==> src/rtl/life_gen_sequencer.sv <==
// life_gen_sequencer: runs one B3/S23 generation from the front bank into the back bank, then swaps banks
module life_gen_sequencer #(
    parameter int ROWS   = 30,
    parameter int COLS   = 40,
    parameter int AW     = 5,
    parameter int PERIOD = 25_000_000
) (
    input  logic            clk,
    input  logic            reset_n,
    input  logic            start,
    input  logic            run,
    output logic            busy,
    output logic            step_done,
    output logic            front_bank,
    output logic [15:0]     gen_count,
    output logic [AW-1:0]   rd_addr,
    input  logic [COLS-1:0] rd_data,
    output logic            wr_en,
    output logic [AW-1:0]   wr_addr,
    output logic [COLS-1:0] wr_data
);
    typedef enum logic [2:0] {IDLE, PRIME0, PRIME1, STEP, SWAP} state_t;

    state_t          state_q, state_d;
    logic [AW-1:0]   row_q, row_d;
    logic [COLS-1:0] above_q, above_d, cur_q, cur_d, below_in;
    logic            front_bank_q, front_bank_d;
    logic [15:0]     gen_count_q, gen_count_d;
    logic [23:0]     timer_q, timer_d;
    logic            tick;
    logic [AW:0]     rd_next;

    // Shifting zeros in at both ends makes the off-board columns dead
    function automatic logic [COLS-1:0] life_row(input logic [COLS-1:0] a, c, b);
        logic [COLS-1:0] al, ar, cl, cr, bl, br;
        logic [3:0]      n;
        al = a >> 1; ar = a << 1;
        cl = c >> 1; cr = c << 1;
        bl = b >> 1; br = b << 1;
        for (int i = 0; i < COLS; i++) begin
            n = {3'b0, al[i]} + {3'b0, a[i]} + {3'b0, ar[i]} + {3'b0, cl[i]}
              + {3'b0, cr[i]} + {3'b0, bl[i]} + {3'b0, b[i]} + {3'b0, br[i]};
            life_row[i] = (n == 4'd3) || (c[i] && n == 4'd2);
        end
    endfunction

    always_comb begin
        tick         = run && timer_q == 24'(PERIOD - 1);
        timer_d      = (run && !tick) ? timer_q + 24'd1 : '0;
        below_in     = (row_q == AW'(ROWS - 1)) ? '0 : rd_data;
        rd_next      = {1'b0, row_q} + (AW + 1)'(2);
        state_d      = state_q;
        row_d        = row_q;
        above_d      = above_q;
        cur_d        = cur_q;
        front_bank_d = front_bank_q;
        gen_count_d  = gen_count_q;
        rd_addr      = '0;
        wr_en        = 1'b0;
        wr_addr      = '0;
        wr_data      = '0;
        case (state_q)
            IDLE:   state_d = (start || tick) ? PRIME0 : IDLE;
            PRIME0: state_d = PRIME1;
            PRIME1: begin
                rd_addr = AW'(1);
                above_d = '0;
                cur_d   = rd_data;
                row_d   = '0;
                state_d = STEP;
            end
            STEP: begin
                wr_en   = 1'b1;
                wr_addr = row_q;
                wr_data = life_row(above_q, cur_q, below_in);
                rd_addr = (rd_next < (AW + 1)'(ROWS)) ? rd_next[AW-1:0] : '0;
                above_d = cur_q;
                cur_d   = below_in;
                row_d   = row_q + AW'(1);
                state_d = (row_q == AW'(ROWS - 1)) ? SWAP : STEP;
            end
            SWAP: begin
                front_bank_d = ~front_bank_q;
                gen_count_d  = gen_count_q + 16'd1;
                state_d      = IDLE;
            end
            default: state_d = IDLE;
        endcase
    end

    always_ff @(posedge clk) begin
        if (!reset_n) begin
            state_q      <= IDLE;
            row_q        <= '0;
            above_q      <= '0;
            cur_q        <= '0;
            front_bank_q <= 1'b0;
            gen_count_q  <= '0;
            timer_q      <= '0;
        end else begin
            state_q      <= state_d;
            row_q        <= row_d;
            above_q      <= above_d;
            cur_q        <= cur_d;
            front_bank_q <= front_bank_d;
            gen_count_q  <= gen_count_d;
            timer_q      <= timer_d;
        end
    end

    assign busy       = state_q != IDLE;
    assign step_done  = state_q == SWAP;
    assign front_bank = front_bank_q;
    assign gen_count  = gen_count_q;
endmodule

==> config.mk <==
export PLATFORM = sky130hd
export DESIGN_NAME = life_gen_sequencer
export DESIGN_NICKNAME = d
export VERILOG_FILES = /design/src/rtl/life_gen_sequencer.sv
export SDC_FILE = /design/constraint.sdc
export NUM_CORES = 1
export LEC_CHECK = 0
export BUFFER_PORTS_ARGS = -buffer_cell sky130_fd_sc_hd__buf_2
export CAP_MARGIN = 10
export CORE_MARGIN = 1.5
export CORE_UTILIZATION = 55
export DETAILED_ROUTE_END_ITERATION = 6
export PLACE_DENSITY = 0.78
export SLEW_MARGIN = 20
export SYNTH_ARGS = -nofsm -noshare
export SYNTH_HDL_FRONTEND = slang
export SYNTH_SLANG_ARGS = --single-unit
==> constraint.sdc <==
create_clock -name clk -period 3.65 [get_ports clk]
set_input_delay 0 -clock clk [delete_from_list [all_inputs] [get_ports clk]]
set_output_delay 0 -clock clk [all_outputs]
set_load 0.01 [all_outputs]
==> out/results.ini <==
[timing]
fin_skew_ns = 0.01208
min_period_ns = 3.683
setup_violations = 7
hold_viol = 0
fin_setup_tns_ns = -0.06522
relSlewSlack_pct = 49.10
rsz0062_at_grt = true
min_period_over_period_pct = 100.9
fin_ws_ns = -0.03272
whs_ns = 0.3475
worst_slew_pin_slew_ns = 0.7634
fmax_ghz = 0.2715
drv_slew = 0

[logic_synthesis]
ys_warn_count = 0
async_flop_share_pct = 0
synth_cells = 1213
synthDistinctLibCells = 47
yosysSeqAreaShare_pct = 22.69
netlist_area_mm2 = 0.01138
avgSynthCellArea_um2 = 9.383
ys.flop_type = dfxtp_1
syn_nets = 1534
synth_edf_count = 0
ys_ff_latch = 129

[cts]
clk_pin_slew_worst_paths_ns = 0.06
cts.sinks = 129
clockBufferDepth = 2
h-tree-depth = 4
cts-buffers-inserted = 17
clkLatencyLatePin_ns = 0.43
cts-root-buf = clkbuf_16
tritoncts = done

[detailed_routing]
via_count = 9350
antenna_left = 0
firstDrtPassIters = 5
drtIter0Drc = 453
via_per_inst = 5.629
wl_mm = 28.19
wire_per_inst_um = 16.97
drc = 0

[grt]
met3_usage_pct = 4.472
gr-usage-met2_pct = 44.53
grt_pass1_vias = 9599
grt_pass1_wl_mm = 45.82
busiest_layer = met2
use_met1_pct = 33.52
grt_overflow = 0
grt_antenna_before_repair = 1
grt_max_degree = 63
grt_usage_pct = 26.24

[layout]
syn2layout_area_growth_pct = 24.29
final_util_pct = 69.92
nets = 1698
finalInstanceArea_mm2 = 0.01415
mostFrequentLayoutCells = 198 x inv_1, 125 x dfxtp_1, 117 x fa_1
mostFrequentLayoutCell = inv_1
fin_cells = 1661
layout-drive-gt1-share_pct = 22.88

[worst_setup_path]
slowest_stage = fa_2
slowest_delay_ns = 0.52
cp.arrival_ns = 3.68
required_ns = 3.65
r2r_slack_ns = 1.36
critPathMaxFanout = 6
endpoint_kind = output port
criticalPathCategory = register to output port
start_kind = register
worstPathCellList = inv_2 > ha_4 > nand4_1 > buf_6 > buf_12 > buf_12 > nand2_4 > fa_1 > fa_1 > inv_1 > ha_2 > fa_2 > o2111a_1 > buf_2

[run_status]
status = finished, violations left
violations = negative setup slack

[pwr]
p_per_area_mw_per_mm2 = 313.3
vdd_drop_max_v = 0.0002590
power_leakage_nw = 6.533

[placed_design]
placed_cells = 1570
gp_congestion = 0.8231
placed_area_mm2 = 0.01227
dp_hpwl_mm = 18.43
numPortBuffers = 113

[floorplanning]
coreArea_mm2 = 0.02023
dieWidth_um = 146.9
dieArea_mm2 = 0.02157
rows = 52
boundaryPins = 114
die_y_um = 146.9
start_util_pct = 56.25

[worst_hold_path]
hold_path_class = input pin to register

[job]
max-cap-violations = 0

sequential cells by signal, summed over array words and instances, names as in the netlist:
signal / cells
above_q: 40
cur_q: 40
front_bank: 1
gen_count: 16
row_q: 5
state_q: 3
timer_q: 24
metrics by stage:
step | setup slack (ns) | power, mW
2_1_floorplan | 0.01961 | 2.202
3_3_place_gp | 0.2566 | 2.410
3_5_place_dp | 0.1718 | 2.462
4_1_cts | -0.02630 | 4.366
5_1_grt | -0.1312 | 4.680
6_report | -0.03272 | 4.432
report_power, final:
group | leakage, nW | internal [mW] | switching (mW) | total [mW]
clock | 0.301 | 1.18 | 0.661 | 1.84
combinational | 5.19 | 0.459 | 0.642 | 1.10
sequential | 1.05 | 1.44 | 0.0503 | 1.49
worst max-delay path: cells and delay by family, from the launching register on:
kind | cells | cell delay, ns
adders and majority gates | 5 | 1.84
buffers and inverters | 6 | 0.69
DFF | 1 | 0.33
AOI/OAI and AO/OA | 1 | 0.21
and+or+nand+nor | 2 | 0.17
Yosys cell counts, types with 5 or more instances:
library cell | n | share of area (%)
nand3_1 | 52 | 2.3
and2_1 | 11 | 0.60
o21ai_0 | 87 | 3.8
o2111a_1 | 37 | 3.7
dfxtp_1 | 129 | 23
xnor2_1 | 13 | 1.0
nand2_1 | 86 | 2.8
a21oi_1 | 61 | 2.7
nand4_1 | 11 | 0.60
a22oi_1 | 40 | 2.6
ha_1 | 121 | 13
nor2_1 | 79 | 2.6
clkbuf_1 | 32 | 1.1
nor4_1 | 6 | 0.33
or3_1 | 8 | 0.44
or4_1 | 11 | 0.73
xor2_1 | 9 | 0.69
buf_2 | 5 | 0.22
o31ai_1 | 10 | 0.66
inv_1 | 205 | 6.8
fa_1 | 156 | 27
final timing paths:
kind | to | depth (start not counted) | startpoint
worst max-delay path | wr_data[36] | 14 | row_q[1]
worst min-delay path | timer_q[1] | 4 | run
worst max register to register | above_q[24] | 6 | state_q[1]
worst min register to register | timer_q[0] | 1 | timer_q[0]
logic make-up (layout without fill, tap and decap cells):
kind of cell | count (synthesis) | count (layout) | synth area share, %
other | 0 | 1 | 0
DFF | 129 | 129 | 22.69
AOI/OAI and AO/OA | 245 | 245 | 14.15
xor gates and xnor gates | 22 | 22 | 1.693
buffers and inverters | 247 | 424 | 8.234
and+or+nand+nor | 290 | 290 | 12.23
adders and majority gates | 278 | 278 | 40.83
muxes | 2 | 2 | 0.1759
routing by layer:
layer  vias up  wire, um
li1       4412         -
met1      4603     11980
met2       272     14340
met3        63      1192
met4         0       678
met5         -         0
final cells by class:
cell class	count	area [um^2]
diodes	1	2.502
clock buffers	19	452.9
clock inverters	13	182.7
fillers	1483	6087
inverters	207	779.5
multi-input cells	837	8479
flip-flops and latches	129	2587
well taps	270	337.8
repair buffers	185	1325
what timing repair did:
action	CTS	global route
gates cloned	4	0
buffers inserted	6	6
hold endpoints to repair	42	0
resized for setup	116	111
setup endpoints to repair	38	38
pin swaps	22	55
hold buffers	43	0
Power figures use the tool's default switching activity.
